$ cat src/rtl/smol_pkg.sv
// -----------------------------------------------------------------------------
// smol_pkg
// Shared constants and types for the smol fetch path.
//   SMOL_ADDR_WIDTH : default word-address width of the instruction ROM
//   SMOL_DATA_WIDTH : default instruction width
//   instr_t         : one instruction word
//   pc_t            : one byte address (word address plus two low zero bits)
//   fetch_entry_t   : an instruction tagged with the PC it was fetched from
// -----------------------------------------------------------------------------
package smol_pkg;

   localparam int SMOL_ADDR_WIDTH = 10;
   localparam int SMOL_DATA_WIDTH = 32;

   typedef logic [SMOL_DATA_WIDTH-1:0] instr_t;
   typedef logic [SMOL_ADDR_WIDTH+1:0] pc_t;

   typedef struct packed {
      pc_t    pc;
      instr_t instr;
   } fetch_entry_t;

endpackage

$ cat src/rtl/smol_fetch_fifo.sv
// -----------------------------------------------------------------------------
// smol_fetch_fifo
// Small synchronous FIFO holding fetched {pc, instruction} entries.
// Ports:
//   clk, rst   : clock, asynchronous active-high reset
//   i_push     : write i_data at the tail
//   i_pop      : drop the head entry
//   i_flush    : discard all entries; wins over push and pop
//   i_data     : entry to write
//   o_count    : number of valid entries (0..DEPTH)
//   o_head     : entry at the head (all zeros out of reset)
// -----------------------------------------------------------------------------
module smol_fetch_fifo #(
   parameter int WIDTH = 44,
   parameter int DEPTH = 2
) (
   input  logic                       clk,
   input  logic                       rst,
   input  logic                       i_push,
   input  logic                       i_pop,
   input  logic                       i_flush,
   input  logic [WIDTH-1:0]           i_data,
   output logic [$clog2(DEPTH):0]     o_count,
   output logic [WIDTH-1:0]           o_head
);

   localparam int PW = $clog2(DEPTH);

   logic [WIDTH-1:0] r_mem [DEPTH];
   logic [PW-1:0]    r_wrPtr;
   logic [PW-1:0]    r_rdPtr;
   logic [PW:0]      r_count;

   // Storage is cleared on reset so the head reads as zero before the first push.
   // Flushing only rewinds the pointers; stale storage is hidden behind count=0.
   always_ff @(posedge clk or posedge rst) begin
      if (rst) begin
         for (int i = 0; i < DEPTH; i++) begin
            r_mem[i] <= '0;
         end
         r_wrPtr <= '0;
         r_rdPtr <= '0;
         r_count <= '0;
      end else if (i_flush) begin
         r_wrPtr <= '0;
         r_rdPtr <= '0;
         r_count <= '0;
      end else begin
         if (i_push) begin
            r_mem[r_wrPtr] <= i_data;
            r_wrPtr        <= r_wrPtr + 1'b1;
         end
         if (i_pop) begin
            r_rdPtr <= r_rdPtr + 1'b1;
         end
         case ({i_push, i_pop})
            2'b10:   r_count <= r_count + 1'b1;
            2'b01:   r_count <= r_count - 1'b1;
            default: r_count <= r_count;
         endcase
      end
   end

   assign o_count = r_count;
   assign o_head  = r_mem[r_rdPtr];

endmodule

$ cat src/rtl/smol_fetch_unit.sv
// -----------------------------------------------------------------------------
// smol_fetch_unit
// Instruction-fetch initiator: drives byte addresses into the instruction ROM,
// buffers returned words in a prefetch FIFO and hands them to decode tagged
// with their PC. Redirects flush the buffer and drop any read still in flight.
// Ports:
//   clk, rst          : clock, asynchronous active-high reset
//   imem_addr         : byte address to the ROM (current fetch PC, word aligned)
//   imem_instruction  : ROM read data (same cycle or one cycle later, SYNC_READ)
//   redirect_valid/pc : one-cycle pulse restarting fetch at redirect_pc
//   instr_valid/ready : handshake towards decode
//   instr_data/pc     : head instruction and its byte PC
// Optional build macro SMOL_FETCH_PERF_EN adds:
//   perf_fetched      : count of entries pushed into the FIFO
//   perf_flushed      : count of entries discarded by redirects
// -----------------------------------------------------------------------------
module smol_fetch_unit
   import smol_pkg::*;
#(
   parameter int          ADDR_WIDTH = SMOL_ADDR_WIDTH,
   parameter int          DATA_WIDTH = SMOL_DATA_WIDTH,
   parameter int unsigned RESET_PC   = 0,
   parameter int          SYNC_READ  = 1,
   parameter int          FIFO_DEPTH = 2
) (
   input  logic                    clk,
   input  logic                    rst,
   output logic [ADDR_WIDTH+1:0]   imem_addr,
   input  logic [DATA_WIDTH-1:0]   imem_instruction,
   input  logic                    redirect_valid,
   input  logic [ADDR_WIDTH+1:0]   redirect_pc,
   output logic                    instr_valid,
   input  logic                    instr_ready,
   output logic [DATA_WIDTH-1:0]   instr_data,
   output logic [ADDR_WIDTH+1:0]   instr_pc
`ifdef SMOL_FETCH_PERF_EN
   ,
   output logic [31:0]             perf_fetched,
   output logic [31:0]             perf_flushed
`endif
);

   localparam int PC_W  = ADDR_WIDTH + 2;
   localparam int CW    = $clog2(FIFO_DEPTH) + 1;
   localparam int ENT_W = PC_W + DATA_WIDTH;

   localparam logic [PC_W-1:0] PC_STEP       = PC_W'(4);
   localparam logic [PC_W-1:0] PC_ALIGN_MASK = ~PC_W'(3);
   localparam logic [PC_W-1:0] RESET_PC_AL   = PC_W'(RESET_PC) & PC_ALIGN_MASK;

   logic [PC_W-1:0]  r_fetchPc;
   logic [PC_W-1:0]  r_pendingPc;
   logic             r_inflight;

   logic [CW-1:0]    w_count;
   logic [CW:0]      w_occupancy;
   logic             w_pop;
   logic             w_issue;
   logic             w_push;
   logic [PC_W-1:0]  w_pushPc;
   logic [PC_W-1:0]  w_redirectPc;
   logic [ENT_W-1:0] w_pushEntry;
   logic [ENT_W-1:0] w_headEntry;

   assign w_pop        = instr_valid && instr_ready;
   assign w_redirectPc = redirect_pc & PC_ALIGN_MASK;

   // Occupancy counts entries buffered plus the read that will land next
   // cycle, minus the one leaving now; a fetch is only issued when its word is
   // guaranteed a FIFO slot, so the FIFO can never overflow.
   assign w_occupancy = {1'b0, w_count} + (CW+1)'(r_inflight) - (CW+1)'(w_pop);
   assign w_issue     = !redirect_valid && (w_occupancy < (CW+1)'(FIFO_DEPTH));

   // With an async ROM the word for the current PC is already on the bus, so
   // it is pushed as it is issued. With a sync ROM it arrives one cycle later
   // and is tagged with the PC remembered at issue time; a redirect in that
   // cycle drops it.
   always_comb begin
      w_push   = 1'b0;
      w_pushPc = r_fetchPc;
      if (SYNC_READ != 0) begin
         w_push   = r_inflight && !redirect_valid;
         w_pushPc = r_pendingPc;
      end else begin
         w_push   = w_issue;
         w_pushPc = r_fetchPc;
      end
   end

   // Fetch PC and in-flight tracking; a redirect overrides any issue.
   always_ff @(posedge clk or posedge rst) begin
      if (rst) begin
         r_fetchPc   <= RESET_PC_AL;
         r_pendingPc <= '0;
         r_inflight  <= 1'b0;
      end else if (redirect_valid) begin
         r_fetchPc  <= w_redirectPc;
         r_inflight <= 1'b0;
      end else begin
         if (w_issue) begin
            r_fetchPc   <= r_fetchPc + PC_STEP;
            r_pendingPc <= r_fetchPc;
         end
         r_inflight <= (SYNC_READ != 0) && w_issue;
      end
   end

   assign w_pushEntry = {w_pushPc, imem_instruction};

   smol_fetch_fifo #(
      .WIDTH (ENT_W),
      .DEPTH (FIFO_DEPTH)
   ) u_fifo (
      .clk     (clk),
      .rst     (rst),
      .i_push  (w_push),
      .i_pop   (w_pop),
      .i_flush (redirect_valid),
      .i_data  (w_pushEntry),
      .o_count (w_count),
      .o_head  (w_headEntry)
   );

   assign imem_addr   = r_fetchPc;
   assign instr_valid = (w_count != '0);
   assign instr_pc    = w_headEntry[ENT_W-1:DATA_WIDTH];
   assign instr_data  = w_headEntry[DATA_WIDTH-1:0];

`ifdef SMOL_FETCH_PERF_EN
   logic [31:0] r_perfFetched;
   logic [31:0] r_perfFlushed;

   // Discarded entries on a redirect are the buffered ones not popped this
   // cycle, plus a sync-ROM word that was about to land.
   always_ff @(posedge clk or posedge rst) begin
      if (rst) begin
         r_perfFetched <= '0;
         r_perfFlushed <= '0;
      end else begin
         if (w_push) begin
            r_perfFetched <= r_perfFetched + 32'd1;
         end
         if (redirect_valid) begin
            r_perfFlushed <= r_perfFlushed + 32'(w_count) - 32'(w_pop) + 32'(r_inflight);
         end
      end
   end

   assign perf_fetched = r_perfFetched;
   assign perf_flushed = r_perfFlushed;
`endif

endmodule
$ cat config.mk
export PLATFORM = sky130hd
export DESIGN_NAME = smol_fetch_unit
export DESIGN_NICKNAME = d
export VERILOG_FILES = /design/src/rtl/smol_pkg.sv /design/src/rtl/smol_fetch_fifo.sv /design/src/rtl/smol_fetch_unit.sv
export SDC_FILE = /design/constraint.sdc
export NUM_CORES = 1
export LEC_CHECK = 0
export ABC_AREA = 1
export CAP_MARGIN = 30
export CORE_MARGIN = 5
export CORE_UTILIZATION = 30
export DETAILED_ROUTE_END_ITERATION = 12
export GPL_TIMING_DRIVEN = 0
export SYNTH_ARGS = -nofsm -noshare
export SYNTH_HDL_FRONTEND = slang
export SYNTH_HIERARCHICAL = 1
export SYNTH_SLANG_ARGS = --single-unit
$ cat constraint.sdc
create_clock -name clk -period 4.4 [get_ports clk]
set_clock_uncertainty 0.15 [all_clocks]
set_input_delay 0.88 -clock clk [delete_from_list [all_inputs] [get_ports clk]]
set_output_delay 0.88 -clock clk [all_outputs]
set_load 0.05 [all_outputs]
## Word-level counts from Yosys, hierarchy flattened

Cells that the tools add are included.

- Logic and storage cells: 51
- Bits of input ports: 48
- Flip-flop bits (word level): 117
- Output and inout port bits: 57

- Bitwise operators: 3
- Magnitude comparators: 4
- Add/subtract/negate cells: 7
- Reductions and logical operators: 12
- Equality and inequality tests: 2
- Multiplexer cells: 15

Operator list:

| cell | count |
|---|---|
| two-way mux 44 bit | 4 |
| bitwise mux 88 bit | 1 |
| demux 44 bit (select 1 bit) | 1 |
| two-way mux 12 bit | 2 |
| adder 12 x 3 -> 12 bit (second input constant) | 1 |
| nonzero test 2 bit | 4 |
| two-way mux 1 bit | 5 |
| >= comparator 2 bit (second input constant) | 2 |
| logical AND 1 bit | 4 |
| NOT 1 -> 2 bit | 2 |
| case mux 2 bit (2 select lines) | 1 |
| AND reduction 2 bit | 2 |
| adder 2 x 1 -> 3 bit | 1 |
| less-than comparator 3 x 2 -> 1 bit (second input constant) | 1 |
| nonzero test 3 bit | 1 |
| subtractor 3 x 1 -> 3 bit | 1 |
| adder 1 bit (second input constant) | 2 |
| adder 2 x 1 -> 2 bit (second input constant) | 1 |
| equality test 2 x 1 -> 1 bit (second input constant) | 1 |
| equality test 2 bit (second input constant) | 1 |
| less-than comparator 2 x 1 -> 1 bit (second input constant) | 1 |
| two-way mux 2 bit | 1 |
| subtractor 2 x 1 -> 2 bit (second input constant) | 1 |
| logical NOT 1 bit | 1 |
| NOT 1 bit | 1 |

## Logic depth before layout (Yosys ltp)

- Word-level depth: 7
- Gate-level depth with buffers: 12
- Mapped depth without buffers: 11

## Cells and area by module

Netlist, hierarchy kept.

By module, submodules not included:

| module | sequential area each (µm²) | times used | area an instance (µm²) | cells each |
|---|---|---|---|---|
| smol_fetch_fifo | 2,302.2 | 1 | 4,056.4 | 408 |
| smol_fetch_unit | 525.5 | 1 | 1,257.5 | 172 |

## Least setup slack after synthesis

OpenSTA, ideal clock, no wires.

- Kind: input to register
- Start point: input instr_ready
- End point: register r_fetchPc[10] (netlist: imem_addr[10])
- Setup slack: 1.756 ns
- Arrival: 2.376 ns
- Path buffers: 1
- Stages on the path: 11
- Cell sequence: o21a_1 > ha_1 > nor2_1 > fa_1 > inv_1 > nand3_4 > buf_4 > nand3_1 > nand2_1 > inv_1 > nand2_1

- Cells in the longest elaborated chain, start to end: 5

RTL lines:

| what | line | RTL |
|---|---|---|
| start, declared | smol_fetch_unit.sv:33 | `input logic instr_ready,` |
| logical AND 1 bit | smol_fetch_unit.sv:65 | `assign w_pop = instr_valid && instr_ready;` |
| subtractor 3 x 1 -> 3 bit | smol_fetch_unit.sv:71 | `assign w_occupancy = {1'b0, w_count} + (CW+1)'(r_inflight) - (CW+1)'(w_pop);` |
| less-than comparator 3 x 2 -> 1 bit | smol_fetch_unit.sv:72 | `assign w_issue = !redirect_valid && (w_occupancy < (CW+1)'(FIFO_DEPTH));` |
| logical AND 1 bit | smol_fetch_unit.sv:72 |  |
| nonzero test 2 bit (no line) | -- |  |
| end signal, assigned | smol_fetch_unit.sv:97 | `r_fetchPc <= w_redirectPc;` |
| end signal, assigned | smol_fetch_unit.sv:101 | `r_fetchPc <= r_fetchPc + PC_STEP;` |
| end, declared | smol_fetch_unit.sv:51 | `logic [PC_W-1:0] r_fetchPc;` |

Every way passes these cells.
A chain may end at the register's enable or synchronous reset.

## Worst setup path in the final report

- Start point: register u_fifo.r_rdPtr
- End point: output instr_data[4]

- Cells in the longest elaborated chain, start to end: 4

RTL lines:

| what | line | RTL |
|---|---|---|
| start, declared | smol_fetch_fifo.sv:31 | `logic [PW-1:0] r_rdPtr;` |
| start signal, assigned | smol_fetch_fifo.sv:54 | `r_rdPtr <= r_rdPtr + 1'b1;` |
| NOT 1 -> 2 bit (implied by the code) | smol_fetch_fifo.sv:65 | `assign o_head = r_mem[r_rdPtr];` |
| two-way mux 44 bit (implied by the code) (3 in series) | smol_fetch_fifo.sv:65 |  |
| end, declared | smol_fetch_unit.sv:34 | `output logic [DATA_WIDTH-1:0] instr_data,` |

Every way passes these cells. The select of a mux whose other input is x is not followed.

==> impl_results.md <==
* Crit-path cells: buf_2 -> buf_2 -> mux2_2 -> clkdlybuf4s50_1
* Count leader, synth: nand2_1
* GRT Util Overall at 0.1357
* Clock-pin slew on the worst setup and hold paths at 0.05 ns
* Maxcap violations at 0
* Arr. time, crit path at 2.42 ns
* Period utilization at 0.7852
* Sequential share of power at 0.294
* RSZ-0062 raised after global routing: no
* Ys async rst share at 1.000
* Post-Syn Area at 5314 µm²
* Leak Pwr at 3.473 nW
* Crit path max fanout at 10
* Syn Area/Cell at 9.162 µm²
* Worst-Skew Late Latency at 0.41 ns
* Residual DRC at 0
* CTS tree: yes
* Worst Tran Pin Value at 0.8100 ns
* Post-synthesis mux area share at 0.09324
* Initial cell density of the core at 0.3062
* Non-filler instance count after layout at 939
* Tmin final at 3.455 ns
* Adder-Cell Fraction of Synth Area at 0.008477
* Worst Hold Class: reg2reg
* XOR/XNOR Fraction of Synth Area at 0.001648
* Final wirelength at 13,040 µm
* Final instance area at 7209 µm²
* Core area at 17,360 µm²
* Hold Violations, Final at 0
* Post-Synth Simple-Gate Area at 0.1660
* Placer's final routability congestion estimate at 0.7459
* Inst Count DP at 909
* Post-synthesis compound-gate area fraction at 0.1081
* Initial antenna violation count at 0
* Die footprint at 20,470 µm²
* Clock group share of total power at 0.216
* Slowest cell on the critical path: clkdlybuf4s50_1
* Final setup fails at 0
* H-Tree Depth at 4
* Max frequency at 0.2894 GHz
* Fin nets at 754
* Root buffer cell: clkbuf_16
* Post-synth EDFFs at 0
* Share of layout cells above drive strength 1 at 0.1639
* Switching Fraction at 0.4314
* Crit path required time at 3.37 ns
* Cell taking the most area after synthesis: dfrtp_1
* Main combinational cell family by area after synthesis: simple AND/OR/NAND/NOR gates
* Area contributors post-synth: dfrtp_1, nand2_1, mux2_2
* Global-route wire length before repair at 21,420 µm
* Slew HR at 0.4594
* Num ports at 105
* Crit. End Element: output port
* Avg WL per Cell at 13.88 µm
* Final hold slack at 0.3227 ns
* Placed cell areas at 6638 µm²
* Post-synthesis sequential area ratio at 0.5321
* Core Rows at 48
* Status: completed
* Vias in the first global route at 4,217
* CTS buffer count at 17
* Setup bufs post-CTS at 0
* CTS Hold Buffers Added at 0
* DPL Wire Length at 9031 µm
* Routed vias/inst at 4.379
* Die Ht at 143.1 µm
* Cell mode on critical path: buf_2
* P_int at 3.488 mW
* Largest net degree at the start of global routing at 53
* Post-route ant nets at 0
* Synth Flop Type: dfrtp_1
* Die width at 143.1 µm
* Area grow syn2layout at 35.67%
* Most frequent cells after synthesis: nand2_1, dfrtp_1, inv_1
* Peak VDD IR at 0.3742 mV
* CTS Buffer Depth at 2
* Buffers on Ports at 100
* Synth unique cells at 31
* Power per Cell Area at 850.8 nW/µm²
* CP peak stage delay at 0.70 ns
* Post-cts resize count at 0
* Combinational power share at 0.490
* Switch Pwr at 2.646 mW
* CP Class: reg2out
* Mapped Cells at 580
* Diodes inserted at 0
* Startpoint types: register
* Pre-antenna DRT Iters at 4
* Yosys Warn Count at 6
* Seq cells post-synth at 113
* DRT iter0 DRCs at 148
* Slew Viols, Final at 0
* Clk sinks at 113
* GRT overflow at 0
* Post-synth top area share at 0.5321
* Via count at 4,112
-- worst max-delay path: cells and delay by family (launching register included) --
kind     cells  cell delay [ns]
flops        1             0.31
buf+inv      3             1.30
mux          1             0.40
-- per-layer routing --
metal	share of wire	vias to the layer above	global-route usage
li1	-	2097	-
met1	0.46	1903	0.1726
met2	0.47	99	0.2191
met3	0.061	13	0.04689
met4	0.012	0	0.04052
met5	0	-	0
-- area by class of cell --
type,instances,area [µm²]
Multi-Input combinational cell,366,2021
Timing Repair Buffer,101,1028
Clock inverter,6,80.08
Buffer,31,202.7
Inverter,73,276.5
Sequential cell,113,2828
Tap cell,225,281.5
Clock buffer,24,491.7
Fill cell,1765,10150
-- flip-flops by register name (all words and copies together) (netlist names) --
register / flops
u_fifo/r_mem: 88
imem_addr: 10
r_pendingPc: 10
u_fifo/o_count: 2
r_inflight: 1
u_fifo/r_rdPtr: 1
u_fifo/r_wrPtr: 1
-- through the flow --
stage	util	setup TNS (ns)	power [mW]	worst slack [ns]
4_1_cts	0.4154	0	6.212	0.8721
3_3_place_gp	0.3807	-44.17	4.815	-0.4851
6_report	0.4154	0	6.133	0.9451
5_1_grt	0.4154	0	6.533	0.8058
2_1_floorplan	-	0	3.918	0.9780
3_5_place_dp	0.3824	0	4.855	1.023
-- final timing paths --
check / cells past startpoint / startpoint / end / slack, ns
worst max-delay path: 4 / u_fifo/r_rdPtr / instr_data[4] / 0.95
worst min-delay path: 2 / u_fifo/r_mem[83] / u_fifo/r_mem[83] / 0.32
worst max register to register: 9 / u_fifo/o_count[1] / r_pendingPc[8] / 1.95
worst min register to register: 2 / u_fifo/r_mem[83] / u_fifo/r_mem[83] / 0.32
max in group asynchronous: 3 / rst / u_fifo/r_mem[17] / 2.71
min in group asynchronous: 2 / rst / u_fifo/r_mem[80] / 0.75
-- power by group through the flow --
stage / Sequential (mW) / Combinational [mW] / Clock (mW)
2_1_floorplan: 1.89 / 2.03 / 0
3_3_place_gp: 1.80 / 3.02 / 0
3_5_place_dp: 1.81 / 3.04 / 0
4_1_cts: 1.80 / 3.05 / 1.36
5_1_grt: 1.87 / 3.25 / 1.41
6_report: 1.80 / 3.00 / 1.33
-- layout by cell type, fill, tap and decap left out, types with 7 or more instances in the layout --
cell type / instances
buf_2: 14
buf_6: 7
clkbuf_1: 8
clkbuf_16: 17
clkdlybuf4s50_1: 100
dfrtp_1: 113
inv_1: 67
mux2_2: 44
nand2_1: 165
nand3_1: 24
nor2_1: 8
o21ai_0: 62
o21ai_1: 32
o21ai_2: 9
-- logic make-up (layout without fill, tap and decap cells) --
kind of cell,count (synthesis),after routing
buffers and inverters,104,235
AOI/OAI and AO/OA,107,107
and+or+nand+nor,207,207
other,1,4
muxes,44,44
adders and majority gates,3,3
xor gates and xnor gates,1,1
DFF,113,113
Note: power is estimated with default switching activity, not from simulation.
